===== src/rtl/ubuf_wr_arbiter.sv =====
// Write-port arbiter in front of the unified buffer input memory: queues VPU writes,
// slots them into cycles without an AXI IMEM write, and stalls AXI to bound VPU starvation.
module ubuf_wr_arbiter #(
    parameter int FIFO_DEPTH   = 4,
    parameter int STARVE_LIMIT = 8,
    localparam int LVL_W       = $clog2(FIFO_DEPTH + 1)
) (
    input  logic                    clk,
    input  logic                    rst,

    input  logic                    s_axi_en,
    input  logic                    s_axi_we,
    input  logic [15:0]             s_axi_addr,
    input  logic [63:0]             s_axi_wdata,
    output logic                    s_axi_ready,

    output logic                    axi_ubuf_en,
    output logic                    axi_ubuf_we,
    output logic [15:0]             axi_ubuf_addr,
    output logic [63:0]             axi_ubuf_wdata,

    input  logic                    vpu_wr_valid,
    output logic                    vpu_wr_ready,
    input  logic [9:0]              vpu_wr_addr,
    input  logic [1:0]              vpu_wr_size,
    input  logic [7:0][3:0][15:0]   vpu_wr_data,

    output logic                    ub_wr_VPU_en,
    output logic [9:0]              ub_wr_VPU_addr_in,
    output logic [1:0]              ub_wr_VPU_size_in,
    output logic [7:0][3:0][15:0]   ub_wr_VPU_data_in,

    output logic                    vpu_wr_idle,
    output logic [LVL_W-1:0]        fifo_level
);

    localparam int PTR_W    = $clog2(FIFO_DEPTH);
    localparam int STARVE_W = $clog2(STARVE_LIMIT + 1);

    logic [9:0]              q_addr [FIFO_DEPTH];
    logic [1:0]              q_size [FIFO_DEPTH];
    logic [7:0][3:0][15:0]   q_data [FIFO_DEPTH];

    logic [PTR_W-1:0]    wr_ptr;
    logic [PTR_W-1:0]    rd_ptr;
    logic [STARVE_W-1:0] starve_cnt;
    logic                force_q;

    logic                empty;
    logic                imem_wr;
    logic                imem_grant;
    logic                drain;
    logic                push;
    logic [LVL_W-1:0]    level_next;
    logic [STARVE_W-1:0] starve_next;

    assign empty      = (fifo_level == '0);
    assign imem_wr    = s_axi_en && s_axi_we &&
                        (s_axi_addr >= 16'h2000) && (s_axi_addr <= 16'h27FF);
    assign s_axi_ready = !rst && !force_q;
    assign imem_grant = imem_wr && s_axi_ready;
    // rst gates the drain so no stale entry reaches the buffer during a reset cycle
    assign drain      = !rst && !empty && !imem_grant;
    assign vpu_wr_ready = !rst && (fifo_level < LVL_W'(FIFO_DEPTH));
    assign push       = vpu_wr_valid && vpu_wr_ready && (vpu_wr_size != 2'b00);

    assign axi_ubuf_en    = s_axi_en && s_axi_ready;
    assign axi_ubuf_we    = s_axi_we;
    assign axi_ubuf_addr  = s_axi_addr;
    assign axi_ubuf_wdata = s_axi_wdata;

    assign ub_wr_VPU_en      = drain;
    assign ub_wr_VPU_addr_in = empty ? '0 : q_addr[rd_ptr];
    assign ub_wr_VPU_size_in = empty ? '0 : q_size[rd_ptr];
    assign ub_wr_VPU_data_in = empty ? '0 : q_data[rd_ptr];

    always_comb begin
        level_next = fifo_level;
        if (push && !drain) begin
            level_next = fifo_level + LVL_W'(1);
        end else if (!push && drain) begin
            level_next = fifo_level - LVL_W'(1);
        end
    end

    // Starvation counter only runs while the head is being blocked by granted IMEM writes
    always_comb begin
        starve_next = starve_cnt;
        if (drain || empty) begin
            starve_next = '0;
        end else if (imem_grant && (starve_cnt != STARVE_W'(STARVE_LIMIT))) begin
            starve_next = starve_cnt + STARVE_W'(1);
        end
    end

    always_ff @(posedge clk) begin
        if (rst) begin
            wr_ptr      <= '0;
            rd_ptr      <= '0;
            fifo_level  <= '0;
            starve_cnt  <= '0;
            force_q     <= 1'b0;
            vpu_wr_idle <= 1'b1;
        end else begin
            if (push) begin
                wr_ptr <= (wr_ptr == PTR_W'(FIFO_DEPTH - 1)) ? '0 : wr_ptr + PTR_W'(1);
            end
            if (drain) begin
                rd_ptr <= (rd_ptr == PTR_W'(FIFO_DEPTH - 1)) ? '0 : rd_ptr + PTR_W'(1);
            end
            fifo_level  <= level_next;
            starve_cnt  <= starve_next;
            force_q     <= (level_next != '0) && (starve_next == STARVE_W'(STARVE_LIMIT));
            vpu_wr_idle <= (level_next == '0);
        end
    end

    // Entry storage needs no reset: the pointers and level decide what is valid
    always_ff @(posedge clk) begin
        if (push) begin
            q_addr[wr_ptr] <= vpu_wr_addr;
            q_size[wr_ptr] <= vpu_wr_size;
            q_data[wr_ptr] <= vpu_wr_data;
        end
    end

    a_no_collision: assert property (@(posedge clk) disable iff (rst)
        !(ub_wr_VPU_en && imem_wr && s_axi_ready));

    a_level_bound: assert property (@(posedge clk) disable iff (rst)
        fifo_level <= LVL_W'(FIFO_DEPTH));

endmodule


===== config.mk =====
export PLATFORM = sky130hd
export DESIGN_NAME = ubuf_wr_arbiter
export DESIGN_NICKNAME = d
export VERILOG_FILES = /design/src/rtl/ubuf_wr_arbiter.sv
export SDC_FILE = /design/constraint.sdc
export NUM_CORES = 2
export LEC_CHECK = 0
export ABC_AREA = 1
export CAP_MARGIN = 0
export CORE_AREA = 2 2 470 472
export CTS_CLUSTER_SIZE = 16
export DETAILED_ROUTE_END_ITERATION = 6
export DIE_AREA = 0 0 472 474
export SYNTH_ARGS = -nofsm -noshare
export SYNTH_HDL_FRONTEND = slang
export SYNTH_SLANG_ARGS = --single-unit

===== constraint.sdc =====
create_clock -name clk -period 27.8 [get_ports clk]
set_input_delay 4.17 -clock clk [delete_from_list [all_inputs] [get_ports clk]]
set_output_delay 4.17 -clock clk [all_outputs]
set_load 0.005 [all_outputs]

* Word-level counts from Yosys, hierarchy flattened
Memories as Yosys holds them, arrays and structs flattened. A register that Yosys moved wholly into a read port is not among the register bits. Cells that the tools add are included.
Word-level totals: output and inout bits 613, word-level logic and storage cells 64, memory bits (writable) 2096, input port bits 609, bits in registers 13, memories 3
Memories:
- q_data | words 4, width 512, rd ports 1, clocked after Yosys merged registers in 1, wr ports 1, RTL line 42 | logic [7:0][3:0][15:0] q_data [FIFO_DEPTH];
- q_addr | words 4, width 10, rd ports 1, clocked after Yosys merged registers in 1, wr ports 1, RTL line 40 | logic [9:0] q_addr [FIFO_DEPTH];
- q_size | words 4, width 2, rd ports 1, clocked after Yosys merged registers in 1, wr ports 1, RTL line 41 | logic [1:0] q_size [FIFO_DEPTH];
Operators by class: add/sub/neg operators 5, equal/unequal tests 4, order comparisons 3, reduce and logical (&&, ||, !) cells 26, multiplexer cells 17
Operators with widths (count):
- 512-bit two-way mux | 1
- 2-bit two-way mux | 9
- 16-bit by 14-bit >= comparator with 1-bit output, second input constant | 1
- 16-bit by 14-bit <= comparator with 1-bit output, second input constant | 1
- 1-bit logical AND | 15
- 10-bit two-way mux | 1
- 4-bit two-way mux | 2
- 1-bit logical NOT | 6
- 3-bit logical NOT | 2
- 3-bit two-way mux | 2
- 2-bit by 1-bit adder with 2-bit output, second input constant | 2
- 4-bit by 1-bit adder with 4-bit output, second input constant | 1
- 2-bit equality test, second input constant | 2
- 4-bit equality test, second input constant | 1
- 4-bit != test, second input constant | 1
- 3-bit by 1-bit adder with 3-bit output, second input constant | 1
- 3-bit < comparator, second input constant | 1
- 3-bit nonzero test | 1
- 3-bit by 1-bit subtractor with 3-bit output, second input constant | 1
- 1-bit two-way mux | 2
- 2-bit nonzero test | 1
- 1-bit logical OR | 1

* Longest topological paths before layout
depth after elaboration 11, mapped depth 14

* Worst setup path before layout
Ideal clock, no wire load.
kind input -> register, from in rst, to mem q_addr[0][0] (enable), library setup time 1.425 ns, path buffers 1, stages on the path 4, arrival 26.301 ns, path slack 0.074 ns, path through buf_6 nor2_1 nand2_2 nor2_1
On the way: word-level cells in the longest chain between the ends 6
RTL lines:
- start: declaration | RTL line 9 | input logic rst,
- 1-bit logical NOT | RTL line 64 | assign vpu_wr_ready = !rst && (fifo_level < LVL_W'(FIFO_DEPTH));
- 1-bit logical AND | RTL line 64
- net vpu_wr_ready | RTL line 23 | output logic vpu_wr_ready,
- 1-bit logical AND (2 in a row) | RTL line 65 | assign push = vpu_wr_valid && vpu_wr_ready && (vpu_wr_size != 2'b00);
- 1-bit two-way mux | RTL line 120 | if (push) begin
- 1-bit two-way mux (not written as such) | RTL line 121 | q_addr[wr_ptr] <= vpu_wr_addr;
- end: declaration | RTL line 40
The timed path passes the listed nets, and every way through them passes these cells.

==> reports/metrics.yaml <==
status:
  outcome: "completed"
die:
  die_x_um: 472
  pin_count: 1222
  die_y_um: 474
  dieArea_um2: 224000
  rows: 172
  core-area_um2: 219000
  initial_core_util_pct: 37.5
critical_path:
  worst-setup-path-type: "flip-flop to output port"
  worst_r2r_startpoint: "fifo_level[2]"
  worst_setup_path_start_kind: "flip-flop"
  worstPathArrival_ns: 6.17
  worstPathRequired_ns: 23.63
  crit_path_end_kind: "output port"
  crit_fanout: 175
power:
  leakagePower_nw: 33.3
  p_per_area_nw_per_um2: 100
  worst_ir_drop_vdd_mv: 0.0646
cts:
  cts_hold_buf: 0
  cts_htree_levels: 4
  cts_resized: 0
  cts_made_buffers: 215
  clock-sinks: 2111
  root_buffer: "clkbuf_16"
  clockBufferDepth: 3
  clk_latency_ns: 0.87
  cts_setup_buffers: 0
  tritoncts: "yes"
  path_clk_slew_ns: 0.06
logic_synthesis:
  yosysTopAreaCell: "edfxtp_1"
  synth_simple_gate_area_share_pct: 10.0
  synthesis.area_um2: 81900
  synth_xor_area_share_pct: 0.0214
  yosys.area_share.adder_pct: 0.153
  synth_cells: 6385
  syn_area_per_cell_um2: 12.8
  netlist_top_cells_area: "edfxtp_1 (77%), nor2_1 (9.7%), o21ai_0 (5.7%)"
  synth.top_cell.area_share_pct: 76.8
  synth.yosys.seq_area_share_pct: 77.2
  synthDistinctLibCells: 25
  synth_fp_nets: 7004
  synth_compound_area_share_pct: 9.64
  synth_top_family_by_area: "simple AND/OR/NAND/NOR gates"
  yosysWarnings: 0
  yosys_register_bits: 2111
  synthMuxAreaShare_pct: 0
job:
  maxCapViolations: 0
detailed_routing:
  vias: 52709
  ant_nets: 0
  drt_iter0_markers: 4115
  wl_mm: 242
  wl_per_cell_um: 23.3
  firstDrtPassIters: 5
  drcViolationCount: 0
  drt-vias-per-instance: 5.09
placed_design:
  place_congestion: 0.843
  placed_cell_area_um2: 94700
  dp_hpwl_mm: 148
  pre_cts_ws_ns: 17.56
  place_inst: 9909
  port_buffers: 1071
sta:
  fmax_mhz: 96.7
  final-setup-viol-count: 0
  post-route-min-period_ns: 10.34
  worst_pin_slew_ns: 1.10
  slew_violations: 0
  fin_skew_ns: 0.0446
  grt_setup_unrepaired: "false"
  maxSlewHeadroom_pct: 26.8
  post-route-period-util_pct: 37.2
  finalHoldViolCount: 0
  setup_tns_ns: 0
  setup_slack_ns: 17.46
hold_path:
  hp-start: "rd_ptr[1]"
  hp-class: "flip-flop to flip-flop"
cells_and_area:
  layout_commonest_cell: "nor2_1"
  layout.cells.non_filler: 10364
  stdcell_area_um2: 102000
  nets: 7874
  area_growth_pct: 24.3
  drive_above_1_share_pct: 5.34
  final_cell_mix: "nor2_1 (2110), edfxtp_1 (2096), clkdlybuf4s50_1 (1071)"
global_route:
  grt_overflow: 0
  grt_pass1_vias: 49871
  grt_pass1_wl_mm: 345
  antenna_found_initial: 127
  grt_max_degree: 176
  track_usage_pct: 20.8
==> sequential cells by signal, indices dropped and copies added, names as in the netlist, named ones only <==
register     flops
fifo_level       3
force_q          1
q_addr          40
q_data        2048
q_size           8
rd_ptr           2
starve_cnt       4
vpu_wr_idle      1
wr_ptr           2
==> final cells by class <==
type / instances / area [um2]
clock inverters: 138 / 1470
repair buffers: 1143 / 11400
clock buffers: 263 / 5580
well taps: 2871 / 3590
diodes: 54 / 135
fillers: 19216 / 117000
inverters: 30 / 128
flip-flops and latches: 2111 / 63200
multi-input cells: 3754 / 16300
==> cells by family after synthesis <==
family	count (synthesis)
xor gates and xnor gates	2
buffers and inverters	520
AOI/OAI and AO/OA	1577
adders and majority gates	10
DFF	2111
and+or+nand+nor	2165
==> worst max-delay path: stages (launching register included) <==
cell and delay, ns:
dfxtp_4 0.80, buf_12 0.65, buf_4 0.82, buf_4 0.80, buf_4 0.77, nor2_1 0.11, nor2_1 0.11, o21ai_1 0.09
a21oi_1 0.25, clkdlybuf4s50_1 0.55
==> per-layer routing <==
metal	vias to the layer above	wire, um	global-route usage, %
li1	24451	-	-
met5	-	348	0
met1	25884	92000	24.5
met2	1769	117000	34.1
met4	52	11500	10.4
met3	553	20600	6.85
==> through the flow <==
stage | power, W | hold WS, ns | util (%)
after global routing | 0.0107 | 0.545 | 46.6
final | 0.0102 | 0.500 | 46.6
after global placement | 0.00740 | 0.499 | 43.3
after detailed placement | 0.00742 | 0.494 | 43.3
after CTS | 0.0103 | 0.503 | 46.5
after floorplan | 0.00551 | 0.461 | -
==> report_power, final <==
group          internal, W  switching [W]  total [W]
logic              0.00148        0.00218    0.00366
clock network      0.00165        0.00122    0.00286
registers          0.00364      0.0000402    0.00368
total              0.00677        0.00344     0.0102
==> worst paths after layout <==
kind / slack, ns / to / depth (start not counted)
min reg2reg: 0.50 / flip-flop / 2
max reg2reg: 22.22 / q_data[2][437] / 8
min: 0.50 / flip-flop / 2
max: 17.46 / ub_wr_VPU_data_in[279] / 9
==> synth_stat cells <==
master,count
ha_1,10
nand4_1,3
buf_1,32
o21ai_0,926
nor4_1,1
o21ai_1,124
buf_4,82
nand2_1,27
o31ai_1,2
nor2_1,2114
xor2_1,2
buf_6,1
clkbuf_1,219
inv_2,2
buf_2,156
nor3_4,1
edfxtp_1,2096
nor2_4,1
or2_1,1
dfxtp_1,15
nand2_2,3
a21oi_1,525
nand3_1,12
nand3_2,2
inv_1,28
Power figures use the tool's default switching activity.
